**config.mk**
```make
export PLATFORM = sky130hd
export DESIGN_NAME = ws2812_rx
export DESIGN_NICKNAME = d
export VERILOG_FILES = /design/src/rtl/ws2812_rx.sv
export SDC_FILE = /design/constraint.sdc
export NUM_CORES = 1
export LEC_CHECK = 0
export CORE_AREA = 5 5 94 96
export CTS_CLUSTER_DIAMETER = 150
export CTS_CLUSTER_SIZE = 8
export DETAILED_ROUTE_END_ITERATION = 12
export DIE_AREA = 0 0 99 101
export GPL_TIMING_DRIVEN = 0
export HOLD_SLACK_MARGIN = 0.12
export MAX_ROUTING_LAYER = met4
export PLACE_DENSITY = 0.76
export SLEW_MARGIN = 20
export SYNTH_ARGS = -nofsm -noshare
export SYNTH_HDL_FRONTEND = slang
export SYNTH_SLANG_ARGS = --single-unit
```
**constraint.sdc**
```tcl
create_clock -name clk_in -period 3.1 [get_ports clk_in]
set_clock_uncertainty 0.05 [all_clocks]
set_input_delay 0.62 -clock clk_in [delete_from_list [all_inputs] [get_ports clk_in]]
set_output_delay 0.62 -clock clk_in [all_outputs]
set_load 0.01 [all_outputs]
```
**src/rtl/ws2812_rx.sv**
```systemverilog
// WS2812 strand receiver: measures high-pulse widths, assembles GRB words
// MSB-first, emits one indexed pixel per word and reports frame end at the
// latch gap. Glitches and stuck-high pulses abandon the frame until the line
// has been quiet for a full latch gap.
module ws2812_rx #(
  parameter int NUM_LEDS     = 10,
  parameter int COLOR_WIDTH  = 8,
  parameter int BIT_THRESH   = 60,
  parameter int MIN_HIGH     = 20,
  parameter int MAX_HIGH     = 110,
  parameter int RESET_CYCLES = 5000
) (
  input  logic                            clk_in,
  input  logic                            rst_in,
  input  logic                            strand_in,
  output logic                            pixel_valid,
  output logic [$clog2(NUM_LEDS)-1:0]     led_index,
  output logic [COLOR_WIDTH-1:0]          green_out,
  output logic [COLOR_WIDTH-1:0]          red_out,
  output logic [COLOR_WIDTH-1:0]          blue_out,
  output logic                            frame_done,
  output logic [$clog2(NUM_LEDS+1)-1:0]   pixel_count,
  output logic                            frame_error,
  output logic                            bit_error
);

  localparam int WORD_W = 3 * COLOR_WIDTH;
  localparam int IDX_W  = $clog2(NUM_LEDS);
  localparam int PC_W   = $clog2(NUM_LEDS + 1);
  localparam int HC_W   = $clog2(MAX_HIGH + 1);
  localparam int LC_W   = $clog2(RESET_CYCLES + 1);
  localparam int BC_W   = $clog2(WORD_W);

  localparam logic [HC_W-1:0] HC_MIN  = HC_W'(MIN_HIGH);
  localparam logic [HC_W-1:0] HC_THR  = HC_W'(BIT_THRESH);
  localparam logic [HC_W-1:0] HC_MAX  = HC_W'(MAX_HIGH);
  localparam logic [HC_W-1:0] HC_ONE  = HC_W'(1);
  localparam logic [LC_W-1:0] LC_GAP  = LC_W'(RESET_CYCLES);
  localparam logic [BC_W-1:0] BC_LAST = BC_W'(WORD_W - 1);
  localparam logic [PC_W-1:0] PC_MAX  = PC_W'(NUM_LEDS);

  typedef enum logic [1:0] {S_HUNT, S_IDLE, S_HIGH, S_LOW} state_t;

  state_t             r_state;
  state_t             w_next;
  logic               r_sync1, r_sync2, r_prev;
  logic               w_rise, w_fall;
  logic               w_load_high, w_shift, w_abort, w_gap;
  logic [HC_W-1:0]    r_high_cnt;
  logic [LC_W-1:0]    r_low_cnt;
  logic [LC_W-1:0]    w_low_inc;
  logic [BC_W-1:0]    r_bit_cnt;
  logic [WORD_W-1:0]  r_shift;
  logic [PC_W-1:0]    r_pixels_rx;
  logic               r_overflow;
  logic               r_word_rdy;

  assign w_rise    = r_sync2 & ~r_prev;
  assign w_fall    = ~r_sync2 & r_prev;
  assign w_low_inc = (r_low_cnt == LC_GAP) ? r_low_cnt : r_low_cnt + 1'b1;

  // Two-flop synchronizer plus a delayed copy for edge detection
  always_ff @(posedge clk_in) begin
    if (rst_in) begin
      r_sync1 <= 1'b0;
      r_sync2 <= 1'b0;
      r_prev  <= 1'b0;
    end else begin
      r_sync1 <= strand_in;
      r_sync2 <= r_sync1;
      r_prev  <= r_sync2;
    end
  end

  // State register
  always_ff @(posedge clk_in) begin
    if (rst_in) r_state <= S_HUNT;
    else        r_state <= w_next;
  end

  // Next-state and per-cycle control decisions
  always_comb begin
    w_next      = r_state;
    w_load_high = 1'b0;
    w_shift     = 1'b0;
    w_abort     = 1'b0;
    w_gap       = 1'b0;
    case (r_state)
      S_HUNT: begin
        if (!r_sync2 && r_low_cnt == LC_GAP) w_next = S_IDLE;
      end
      S_IDLE: begin
        if (w_rise) begin
          w_load_high = 1'b1;
          w_next      = S_HIGH;
        end
      end
      S_HIGH: begin
        if (r_high_cnt == HC_MAX) begin
          w_abort = 1'b1;
          w_next  = S_HUNT;
        end else if (w_fall) begin
          if (r_high_cnt < HC_MIN) begin
            w_abort = 1'b1;
            w_next  = S_HUNT;
          end else begin
            w_shift = 1'b1;
            w_next  = S_LOW;
          end
        end
      end
      S_LOW: begin
        if (w_rise) begin
          w_load_high = 1'b1;
          w_next      = S_HIGH;
        end else if (r_low_cnt == LC_GAP) begin
          w_gap  = 1'b1;
          w_next = S_IDLE;
        end
      end
      default: w_next = S_HUNT;
    endcase
  end

  // Pulse-width counters; the rise cycle itself counts, so high_cnt equals
  // the synchronized high width when the falling edge is seen
  always_ff @(posedge clk_in) begin
    if (rst_in) begin
      r_high_cnt <= '0;
      r_low_cnt  <= '0;
    end else begin
      if (w_load_high)
        r_high_cnt <= HC_ONE;
      else if (r_state == S_HIGH && r_sync2 && r_high_cnt != HC_MAX)
        r_high_cnt <= r_high_cnt + 1'b1;

      if (w_abort || w_shift)  r_low_cnt <= '0;
      else if (r_state == S_HUNT) r_low_cnt <= r_sync2 ? '0 : w_low_inc;
      else if (r_state == S_LOW)  r_low_cnt <= w_low_inc;
    end
  end

  // Word assembly and per-frame bookkeeping
  always_ff @(posedge clk_in) begin
    if (rst_in) begin
      r_shift     <= '0;
      r_bit_cnt   <= '0;
      r_pixels_rx <= '0;
      r_overflow  <= 1'b0;
      r_word_rdy  <= 1'b0;
    end else begin
      r_word_rdy <= 1'b0;
      if (r_word_rdy) begin
        if (r_pixels_rx < PC_MAX) r_pixels_rx <= r_pixels_rx + 1'b1;
        else                      r_overflow  <= 1'b1;
      end
      if (w_abort || w_gap) begin
        r_bit_cnt   <= '0;
        r_pixels_rx <= '0;
        r_overflow  <= 1'b0;
      end else if (w_shift) begin
        r_shift <= {r_shift[WORD_W-2:0], (r_high_cnt >= HC_THR)};
        if (r_bit_cnt == BC_LAST) begin
          r_bit_cnt  <= '0;
          r_word_rdy <= 1'b1;
        end else begin
          r_bit_cnt <= r_bit_cnt + 1'b1;
        end
      end
    end
  end

  // Registered outputs: strobes default low, pixel data holds between strobes
  always_ff @(posedge clk_in) begin
    if (rst_in) begin
      pixel_valid <= 1'b0;
      led_index   <= '0;
      green_out   <= '0;
      red_out     <= '0;
      blue_out    <= '0;
      frame_done  <= 1'b0;
      pixel_count <= '0;
      frame_error <= 1'b0;
      bit_error   <= 1'b0;
    end else begin
      pixel_valid <= 1'b0;
      frame_done  <= 1'b0;
      frame_error <= 1'b0;
      bit_error   <= w_abort;
      if (r_word_rdy && r_pixels_rx < PC_MAX) begin
        pixel_valid <= 1'b1;
        led_index   <= IDX_W'(r_pixels_rx);
        green_out   <= r_shift[WORD_W-1:2*COLOR_WIDTH];
        red_out     <= r_shift[2*COLOR_WIDTH-1:COLOR_WIDTH];
        blue_out    <= r_shift[COLOR_WIDTH-1:0];
      end
      if (w_gap) begin
        frame_done  <= 1'b1;
        pixel_count <= r_pixels_rx;
        frame_error <= (r_bit_cnt != '0) || r_overflow;
      end
    end
  end

endmodule

```
# After elaboration in Yosys (flattened, before gate mapping)
# Cells that the tools add are included.
word_totals:
  ff_bits: 96
  in_bits: 3
  out_inout_bits: 36
  word_cells: 100
op_classes:
  n_addsub: 4
  order_cmp: 3
  n_eq_ne: 11
  muxes: 31
  bitwise_logic: 8
  n_reduce_logical: 22
ops:
  columns: ["op", "n"]
  rows:
  - ["$mux 13", 4]
  - ["$mux 1", 18]
  - ["$mux 2", 7]
  - ["$add 13x1->13 const B", 1]
  - ["$eq 13x13->1 const B", 1]
  - ["$reduce_or 2->1", 5]
  - ["$pmux 2 s4", 1]
  - ["$add 7x1->7 const B", 1]
  - ["$eq 7x7->1 const B", 1]
  - ["$ge 7x6->1 const B", 1]
  - ["$lt 7x5->1 const B", 1]
  - ["$ne 7x7->1 const B", 1]
  - ["$ne 3x3->1 const B", 2]
  - ["$not 1->1", 6]
  - ["$reduce_and 2->1", 3]
  - ["$add 5x1->5 const B", 1]
  - ["$eq 5x5->1 const B", 1]
  - ["$mux 5", 1]
  - ["$reduce_bool 5->1", 1]
  - ["$add 4x1->4 const B", 1]
  - ["$eq 2x2->1 const B", 2]
  - ["$logic_and 1x1->1", 4]
  - ["$lt 4x4->1 const B", 1]
  - ["$ne 2x2->1 const B", 2]
  - ["8 further kinds", 12]

# Longest topological paths before layout
# Gate-level depths: netlist (run 1).
depth:
  ltp_word: 8
  ltp_mapped: 10

# Worst setup path before layout (run 1)
# Ideal clock, no wire load.
synth_timing:
  path_type: "register -> register"
  start: "reg r_high_cnt[0]"
  end: "reg r_bit_cnt[3]"
  setup_ps: 66
  arrival_time_ps: 2032
  path_slack_ps: 952
  path_stages_with_launch: 9
  period_less_slack_ps: 2148
  cell_sequence: "dfxtp_1 inv_1 ha_1 nand3b_4 nor2_4 or4b_1 buf_2 or4b_4 a21oi_2"
synth_via:
  elab_chain_len: 7
  word_cells_on_any_way: 12
  classes_between: "order compare (1); eq/ne (1); mux (8); reduce/logical (2)"
synth_rtl:
  columns: ["element", "line_no", "text"]
  rows:
  - ["from (decl)", "49", "logic [HC_W-1:0] r_high_cnt;"]
  - ["from (signal assigned)", "135", "r_high_cnt <= r_high_cnt + 1'b1;"]
  - ["$lt 7x5->1", "103", "if (r_high_cnt < HC_MIN) begin"]
  - ["$mux 1", "103", null]
  - ["$mux 1", "102", "end else if (w_fall) begin"]
  - ["$mux 1", "99", "if (r_high_cnt == HC_MAX) begin"]
  - ["$mux 1", "88", "case (r_state)"]
  - ["$logic_or 1x1->1", "157", "if (w_abort || w_gap) begin"]
  - ["$reduce_or 2->1 (no line)", null, null]
  - ["to (signal assigned)", "167", "r_bit_cnt <= r_bit_cnt + 1'b1;"]
  - ["to (decl)", "52", "logic [BC_W-1:0] r_bit_cnt;"]
# Several ways; a longest one is shown, not always the timed one.
# A chain may end at the register's enable or synchronous reset.

# Worst setup path in the final report (run 1)
layout_timing:
  start: "reg r_state[0]"
  end: "reg r_shift[12]"
layout_via:
  elab_chain_len: 5
  word_cells_on_any_way: 8
  classes_between: "eq/ne (2); mux (3); bitwise (1); reduce/logical (2)"
layout_rtl:
  columns: ["element", "line_no", "text"]
  rows:
  - ["from (decl)", "44", "state_t r_state;"]
  - ["from (signal assigned)", "78", "else r_state <= w_next;"]
  - ["$eq 2x2->1", "88", null]
  - ["$mux 1", "88", null]
  - ["$logic_or 1x1->1", "157", null]
  - ["$not 1->1 (no line)", null, null]
  - ["$reduce_and 2->1 (no line) (*)", null, null]
  - ["to (signal assigned)", "162", "r_shift <= {r_shift[WORD_W-2:0], (r_high_cnt >= HC_THR)};"]
  - ["to (decl)", "53", "logic [WORD_W-1:0] r_shift;"]
# Every way passes the cells marked *; elsewhere a longest branch is shown, timed or not.

==> results of run 1 <==
==> power groups by stage <==
stage          Sequential (mW)  Combinational (mW)  Clock (mW)
2_1_floorplan             1.29              0.0921           0
3_3_place_gp              1.30               0.116           0
3_5_place_dp              1.30               0.118           0
4_1_cts                   1.27               0.120       0.803
5_1_grt                   1.27               0.137       0.856
6_report                  1.27               0.119       0.781
==> stage by stage <==
stage / power (mW) / utilization
floorplan: 1.38 / -
global placement: 1.41 / 0.565
detailed placement: 1.41 / 0.565
CTS: 2.19 / 0.588
global route: 2.26 / 0.588
finish: 2.17 / 0.588
==> final cells by class <==
type                       instances  area (sq um)  area share
clock inverter                     7          63.8      0.0136
buffer                            20           100      0.0214
inverter                          11          41.3     0.00881
sequential                        96          1920       0.410
tap                              105           131      0.0280
clock buffer                       9           124      0.0264
multi-input combinational        306          1930       0.411
timing repair buffer              38           380      0.0811
==> registers in the layout, summed over array words and instances (netlist names) <==
| signal | flops |
|---|---|
| bit_error | 1 |
| blue_out | 8 |
| frame_done | 1 |
| frame_error | 1 |
| green_out | 8 |
| led_index | 4 |
| pixel_count | 4 |
| pixel_valid | 1 |
| r_bit_cnt | 5 |
| r_high_cnt | 7 |
| r_low_cnt | 13 |
| r_overflow | 1 |
| r_pixels_rx | 4 |
| r_prev | 1 |
| r_shift | 24 |
| r_state | 2 |
| r_sync1 | 1 |
| r_sync2 | 1 |
| r_word_rdy | 1 |
| red_out | 8 |
==> worst reg2reg max path, delay by kind of cell (launching register included) <==
family | cells | cell delay (ns)
adders and majority gates | 1 | 0.26
buffers and inverters | 5 | 0.74
DFF | 1 | 0.35
muxes | 1 | 0.21
and+or+nand+nor | 2 | 0.62
==> cells in the mapped netlist (2+ instances only) <==
cell and n:
clkbuf_1 15, nand4_1 4, nor2_1 37, mux2i_1 31, nand2_1 70, nand2b_1 29, o211ai_1 2, or2_2 2
ha_1 12, nand4b_1 2, xnor2_1 7, nor4_1 5, o21ai_0 5, nor3_1 3, a211oi_1 5, buf_6 3
and3_1 5, nor2b_1 6, dfxtp_1 96, a21oi_1 35, inv_1 11, or4b_1 2, nand3_1 9, buf_2 2
xor2_1 13
==> metal layers <==
metal | global-route usage | part of all wire | up-vias
met5 | - | 0 | -
met4 | 0.0630 | 0.015 | 0
met3 | 0.0270 | 0.034 | 10
met2 | 0.269 | 0.47 | 39
met1 | 0.197 | 0.48 | 1402
li1 | - | - | 1559
==> kinds of logic after synthesis <==
logic type               after synthesis  share of synthesized area
buffers and inverters                 31                     0.0354
multiplexers                          31                     0.0778
adder cells (fa/ha/maj)               12                     0.0376
XOR/XNOR                              20                     0.0439
AO/OA/AOI/OAI                         58                     0.0866
AND/OR/NAND/NOR                      185                      0.237
flip-flops                            96                      0.482
==> worst min-delay path by stage <==
stage	endpoint	slack, ns	startpoint
6_report	red_out[6]	0.40	red_out[6]
5_1_grt	r_sync2	0.43	r_sync1
4_1_cts	red_out[6]	0.41	red_out[6]
3_5_place_dp	r_sync2	0.39	r_sync1
3_3_place_gp	r_sync2	0.38	r_sync1
2_1_floorplan	r_sync2	0.36	r_sync1
==> impl_metrics.tcl, run 1 <==
set metrics [dict create \
    cap_violations 0 \
    grt_usage 0.162 \
    p_comb_frac 0.055 \
    instances_no_fill 592 \
    chipWidth_um 99 \
    area_delta_synth_final_pct 17.5 \
    final_cell_mix "96 x dfxtp_1, 70 x nand2_1, 38 x clkdlybuf4s50_1, 37 x nor2_1, 35 x a21oi_1" \
    power_frac_clock 0.360 \
    final_common_cell "dfxtp_1" \
    yosysSeqAreaShare 0.482 \
    dpl-instance-area_sq_mm 0.00450 \
    grt_max_degree 19 \
    slew_violations 0 \
    cp_top_family "buffers and inverters" \
    preCtsSetupSlack_ns 0.714 \
    synth_top_flop_cell "dfxtp_1" \
    yosys.area.top_type_share 0.482 \
    setup_viol 0 \
    path_cells "inv_1, ha_1, inv_1, or4b_1, buf_2, nor2b_4, buf_6, buf_6, mux2i_1" \
    drtAntennaViolNets 0 \
    cp-start-kind "register" \
    power_switching_mw 0.557 \
    design.core.area_sq_mm 0.00797 \
    crit_path_start "r_state[0]" \
    grt_overflow 0 \
    p_int_mw 1.61 \
    dp_hpwl_um 5410 \
    path_max_fanout 10 \
    syn_avg_cell_area_sq_um 9.21 \
    grt_pass1_vias 2851 \
    cts.htree.levels 3 \
    ys_warn_count 0 \
    cp_num_cells 9 \
    dieArea_sq_mm 0.0100 \
    end_kind "register" \
    p_sw_frac 0.257 \
    max_stage_delay_ns 0.50 \
    tritoncts "yes" \
    finalCriticalPeriod_ns 2.29 \
    fin_ws_ns 0.806 \
    layout-drive-gt1-share 0.0616 \
    min_path_type "register to register" \
    peakVddDrop_uv 327 \
    place.gp.congestion 0.827 \
    r2r-start "r_state[0]" \
    portBuffers 38 \
    fin_setup_tns_ns 0 \
    p_seq_frac 0.585 \
    status "completed" \
    rr_worst_depth 9 \
    via_per_inst 5.08 \
    grt_first_pass_wirelength_um 12900 \
    synth_area_sq_mm 0.00399 \
    critPathArrivalTime_ns 2.53 \
    synthTopCellsByArea "dfxtp_1 48%, mux2i_1 7.8%, nand2_1 6.6%" \
    clk_latency_ns 0.36 \
    post_cts_buffers 0 \
    crit_slowest_cell "or4b_1" \
    routed_wl_um 7430 \
    syn_inst 433 \
    wl_per_cell_um 12.5 \
    drc 0 \
    worstMarginPinSlew_ns 0.574 \
    fin_crit_sh 0.740 \
    path_class "register to register" \
    clk_root_buffer_cell "clkbuf_8" \
    design_area_sq_mm 0.00469 \
    reg2reg_slack_ns 0.81 \
    cts_resized 0 \
    crit_required_ns 3.33 \
    powerDensity_mw_per_mm2 463 \
    hold_ws_ns 0.405 \
    core.rowCount 33 \
    timing.critical_path.to "r_shift[12]" \
    nNetsFinal 497 \
    cts_sinks 96 \
    synthArstFlopShare 0 \
    synth_top_area_cell "dfxtp_1" \
    critPathBufInv 5 \
    syn_nets 448 \
    initial_utilization 0.501 \
    drtIter0Drc 92 \
    relSlewSlack 0.615 \
    die_h_um 101 \
    yosysUniqueCellTypes 47 \
    ys_ff_latch 96 \
    finalHoldViolCount 0 \
    clk_pin_slew_ns 0.09 \
    num_io_pins 39 \
    max_freq_ghz 0.436 \
    power.leakage_nw 1.66 \
    rr_endpoint "r_shift[12]" \
    hold-path-cell-count 2 \
    clockBufferDepth 2 \
    dr.pass1.iters 4 \
    nFillCells 712 \
    synth-edff-count 0 \
    cts_hold_buf 0 \
    vias 3010 \
    antenna_found_initial 0 \
    dpl.cell_count 576 \
    n_antenna_cell 0 \
    rsz0062_at_grt "no" \
    numCtsBuffers 9 \
]
Power figures use the tool's default switching activity.
==> run 2, diff against run 1 <==
Settings changed: CORE_AREA 5 5 94 96 to 5 5 95 97, DIE_AREA 0 0 99 101 to 0 0 100 102, PLACE_DENSITY 0.76 to 0.78.
Clock period 3.1 ns to 2 ns, I/O delays scaled along.
==> run 2 against run 1 <==
  * First-iteration DRC count is 14% higher
  * Critical endpoint is now r_state[0]
  * Count of clock-buffer cells in the layout is 1 higher
  * Critical path depth is 3 lower
  * Highest routed layer unchanged
  * Via count is 5.8% higher
  * Sequential share of layout area is 2.3 points lower
==> impl_metrics.tcl, run 2 (synthesis results as in run 1) <==
set metrics [dict create \
    status "completed" \
    drtAntennaViolNets 0 \
    antenna_found_initial 0 \
    rsz0062_at_grt "yes" \
    final_common_cell "dfxtp_1" \
    cp_num_cells 6 \
    path_class "register to register" \
    reg_top3 "r_shift (24), r_low_cnt (13)" \
    path_max_fanout 4 \
    drc 0 \
    initial_utilization 0.495 \
    largest_reg_flops 24 \
    max_freq_ghz 0.501 \
    critPathBufInv 1 \
    core.rowCount 33 \
    n_antenna_cell 0 \
    slew_violations 0 \
    top_register "r_shift" \
    setup_viol 0 \
    max_stage_delay_ns 0.55 \
    drtIter0Drc 105 \
    grt_pass1_vias 2990 \
    place.gp.congestion 0.855 \
    instances_no_fill 610 \
    crit_slowest_cell "or4bb_4" \
    final_cell_mix "83 x dfxtp_1, 70 x nand2_1, 38 x clkdlybuf4s50_1, 34 x nor2_1, 34 x a21oi_1" \
    numCtsBuffers 9 \
    design_area_sq_mm 0.00502 \
    clockBufferDepth 2 \
    die_h_um 102 \
    power_switching_mw 0.850 \
    cap_violations 0 \
    clk_pin_slew_ns 0.10 \
    dpl.cell_count 576 \
    cts_hold_buf 0 \
    cp-start-kind "register" \
    min_path_type "register to register" \
    path_cells "or4bb_4, nor3_4, o211ai_1, buf_4, a2111oi_4, a211oi_1" \
    postLayoutCoreUtil 0.623 \
    fin_crit_sh 0.998 \
    dpl-instance-area_sq_mm 0.00453 \
    cts.htree.levels 3 \
    preCtsSetupSlack_ns -0.196 \
    design.core.area_sq_mm 0.00805 \
    dieArea_sq_mm 0.0102 \
    crit_path_start "r_low_cnt[12]" \
    timing.critical_path.to "r_state[0]" \
    layout-drive-gt1-share 0.156 \
    p_comb_frac 0.068 \
    tritoncts "yes" \
    grt_overflow 0 \
    reg2reg_slack_ns 0.003 \
    worstMarginPinSlew_ns 0.756 \
    p_int_mw 2.51 \
    relSlewSlack 0.492 \
    totalPowerFinal_mw 3.36 \
    r2r-start "r_low_cnt[12]" \
    crit_required_ns 2.18 \
    cts_sinks 96 \
    grt_first_pass_wirelength_um 13500 \
    fin_ws_ns 0.00334 \
    wl_per_cell_um 13.5 \
    area_delta_synth_final_pct 25.8 \
    end_kind "register" \
    dr.pass1.iters 4 \
    grt_usage 0.169 \
    chipWidth_um 100 \
    dp_hpwl_um 5540 \
    clk_latency_ns 0.36 \
    fin_setup_tns_ns 0 \
    finalCriticalPeriod_ns 2.00 \
    vias 3185 \
    power_frac_clock 0.346 \
    critPathArrivalTime_ns 2.17 \
    num_io_pins 39 \
    routed_wl_um 8270 \
    hold_ws_ns 0.384 \
    via_per_inst 5.22 \
    finalHoldViolCount 0 \
    powerDensity_mw_per_mm2 669 \
    rr_endpoint "r_state[0]" \
    peakVddDrop_uv 344 \
    nNetsFinal 515 \
    p_sw_frac 0.253 \
    p_seq_frac 0.585 \
    grt_max_degree 18 \
    power.leakage_nw 1.79 \
    portBuffers 38 \
    cp_top_family "simple AND/OR/NAND/NOR gates" \
    clk_root_buffer_cell "clkbuf_8" \
    nFillCells 666 \
    rr_worst_depth 6 \
]
[run 2: changes by cell type in the layout (fill, tap and decap cells not counted), sizes merged]
| cell | delta |
|---|---|
| inv | -2 |
| clkinvlp | +1 |
| buf | +19 |
[run 2: power groups by stage]
stage / Clock, mW / Combinational (mW) / Sequential (mW)
floorplan: 0 / 0.144 / 2.00
global placement: 0 / 0.177 / 2.01
detailed placement: 0 / 0.190 / 2.01
CTS: 1.18 / 0.209 / 1.97
global route: 1.27 / 0.256 / 1.97
finish: 1.16 / 0.230 / 1.97
[run 2: repair_timing]
| item | in CTS | in global routing |
|---|---|---|
| cloned | 1 | 2 |
| setup buffers | 11 | 6 |
| gates resized for setup | 16 | 29 |
| pin swaps | 9 | 8 |
| endpoints found under the setup margin | 47 | 61 |
[run 2: worst min-delay path by stage]
stage | startpoint | slack [ns] | cells past startpoint | to
final | r_shift[2] | 0.38 | 2 | blue_out[2]
after global routing | r_shift[2] | 0.41 | 2 | blue_out[2]
after CTS | r_shift[2] | 0.40 | 2 | blue_out[2]
after detailed placement | r_shift[5] | 0.40 | 2 | blue_out[5]
after global placement | red_out[1] | 0.39 | 2 | red_out[1]
after floorplan | r_sync1 | 0.36 | 1 | r_sync2
[run 2: cell type report]
class	instances	area, sq um	share of cell area
sequential	96	1940	0.387
clock inverter	6	52.6	0.0105
buffer	18	119	0.0237
clock buffer	10	128	0.0254
multi-input combinational	306	2020	0.402
timing repair buffer	58	583	0.116
tap	105	131	0.0262
inverter	11	41.3	0.00823
[run 2: per-layer routing]
layer,GRT usage,vias to the layer above,share of wire
met4,0.0622,0,0.020
met5,-,-,0
met1,0.187,1515,0.43
met3,0.0410,18,0.040
li1,-,1591,-
met2,0.296,61,0.51
[run 2: tightest hold or removal path, cell delays in order (launching register included)]
cell     delay, ns
dfxtp_1       0.32
nand2_1       0.05
a21oi_1       0.05
==> run 3, diff against run 2 <==
--- a/constraint.sdc
+++ b/constraint.sdc
@@ -4,2 +4,2 @@
 set_output_delay 0.4 -clock clk_in [all_outputs]
-set_load 0.01 [all_outputs]
+set_load 0.05 [all_outputs]
==> run 3 against run 2 <==
  * Sequential cell count is the same
  * Count of clock-buffer cells in the layout is the same
  * Critical endpoint unchanged
  * Final cell count did not move
  * Fmax is essentially flat
  * Clock power is essentially flat
  * Worst hold slack is essentially flat
  * Core utilization up 0.57 points
  * Non-clock buffer count is the same
==> impl_metrics.tcl, run 3 (synthesis results as in run 1) <==
set metrics [dict create \
    finalHoldViolCount 0 \
    area_delta_synth_final_pct 26.9 \
    crit_required_ns 2.18 \
    path_cells "or4bb_4, nor3_4, o211ai_1, buf_4, a2111oi_4, a211oi_1" \
    dp_hpwl_um 5540 \
    num_io_pins 39 \
    critPathBufInv 1 \
    clockBufferDepth 2 \
    rr_endpoint "r_state[0]" \
    routed_wl_um 8360 \
    wl_per_cell_um 13.7 \
    hold-path-cell-count 2 \
    crit_slowest_cell "or4bb_4" \
    setup_viol 0 \
    preCtsSetupSlack_ns -0.196 \
    drc 0 \
    cp_top_family "simple AND/OR/NAND/NOR gates" \
    clk_latency_ns 0.37 \
    path_max_fanout 4 \
    via_per_inst 5.22 \
    vias 3185 \
    portBuffers 38 \
    power.leakage_nw 2.18 \
    cts_hold_buf 0 \
    status "completed" \
    critPathArrivalTime_ns 2.17 \
    grt_usage 0.169 \
    fin_ws_ns 0.00345 \
    end_kind "register" \
    chipWidth_um 100 \
    grt_overflow 0 \
    top_register "r_shift" \
    hp-start "r_shift[2]" \
    cts.htree.levels 3 \
    cap_violations 0 \
    place.gp.congestion 0.855 \
    tritoncts "yes" \
    slew_violations 0 \
    grt_max_degree 18 \
    core.rowCount 33 \
    reg2reg_slack_ns 0.003 \
    instances_no_fill 610 \
    nNetsFinal 515 \
    relSlewSlack 0.492 \
    rr_worst_depth 6 \
    peakVddDrop_uv 344 \
    n_antenna_cell 0 \
    numCtsBuffers 9 \
    max_stage_delay_ns 0.55 \
    rsz0062_at_grt "yes" \
    totalPowerFinal_mw 3.37 \
    largest_reg_flops 24 \
    final_cell_mix "83 x dfxtp_1, 70 x nand2_1, 34 x nor2_1, 34 x a21oi_1" \
    dieArea_sq_mm 0.0102 \
    hold_end "blue_out[2]" \
    grt_pass1_vias 2990 \
    max_freq_ghz 0.501 \
    min_path_type "register to register" \
    reg_top3 "r_shift (24), r_low_cnt (13)" \
    clk_root_buffer_cell "clkbuf_8" \
    cp-start-kind "register" \
    finalCriticalPeriod_ns 2.00 \
    r2r-start "r_low_cnt[12]" \
    layout-drive-gt1-share 0.156 \
    antenna_found_initial 0 \
    dpl.cell_count 576 \
    die_h_um 102 \
    worstMarginPinSlew_ns 0.756 \
    design.core.area_sq_mm 0.00805 \
    clk_pin_slew_ns 0.10 \
    final_common_cell "dfxtp_1" \
    cts_sinks 96 \
    fin_crit_sh 0.998 \
    powerDensity_mw_per_mm2 665 \
    postLayoutCoreUtil 0.629 \
    initial_utilization 0.495 \
    drtAntennaViolNets 0 \
    path_class "register to register" \
    drtIter0Drc 105 \
    grt_first_pass_wirelength_um 13500 \
    dr.pass1.iters 4 \
]
[run 3: worst max path at each step]
| stage | startpoint | endpoint | slack (ns) | depth (start not counted) |
|---|---|---|---|---|
| after floorplan | r_high_cnt[0] | r_bit_cnt[3] | -0.06 | 8 |
| after global placement | rst_in | blue_out[4] | -0.17 | 4 |
| after detailed placement | rst_in | blue_out[4] | -0.20 | 4 |
| after CTS | r_high_cnt[0] | r_shift[16] | -0.04 | 10 |
| after global routing | r_low_cnt[12] | r_state[1] | -0.16 | 5 |
| final | r_low_cnt[12] | r_state[0] | 0.003 | 6 |
[run 3: tightest hold or removal path, cell delays in order (launching register included)]
cell and delay (ns):
dfxtp_1 0.32, nand2_1 0.05, a21oi_1 0.05
[run 3: area by class of cell]
cell class | count | area (sq um)
fill | 656 | 2990
clock buffer | 10 | 128
tap | 105 | 131
timing repair buffer | 58 | 629
buffer | 18 | 119
multi-input combinational | 306 | 2020
sequential | 96 | 1940
inverter | 11 | 41.3
clock inverter | 6 | 52.6
[run 3: repair_timing]
item                                   4_1_cts  5_1_grt
cloned                                       1        2
setup endpoints to repair                   50       81
resized for setup                           19       49
pin swaps                                    9        8
endpoints found under the hold margin        0        0
buffers inserted                            11        6
[run 3: metal layers]
metal  track usage  part of all wire  up-vias
li1              -                 -     1592
met1         0.187              0.43     1516
met2         0.296              0.51       59
met3        0.0410             0.040       18
met4        0.0622             0.020        0
met5             -                 0        -
[run 3: through the flow]
| stage | hold WS, ns | cell area (sq um) | setup TNS (ns) |
|---|---|---|---|
| final | 0.384 | 5060 | 0 |
| after CTS | 0.396 | 4860 | -0.246 |
| after global placement | 0.393 | 4530 | -6.31 |
| after floorplan | 0.364 | 4020 | -0.0602 |
| after detailed placement | 0.397 | 4530 | -7.25 |
| after global routing | 0.407 | 5060 | -2.49 |
[run 3: power by group]
| group | switching (mW) | total, mW | internal, mW |
|---|---|---|---|
| Clock | 0.699 | 1.17 | 0.470 |
| Sequential | 0.0293 | 1.97 | 1.94 |
| Combinational | 0.128 | 0.230 | 0.103 |
| Total | 0.856 | 3.37 | 2.51 |
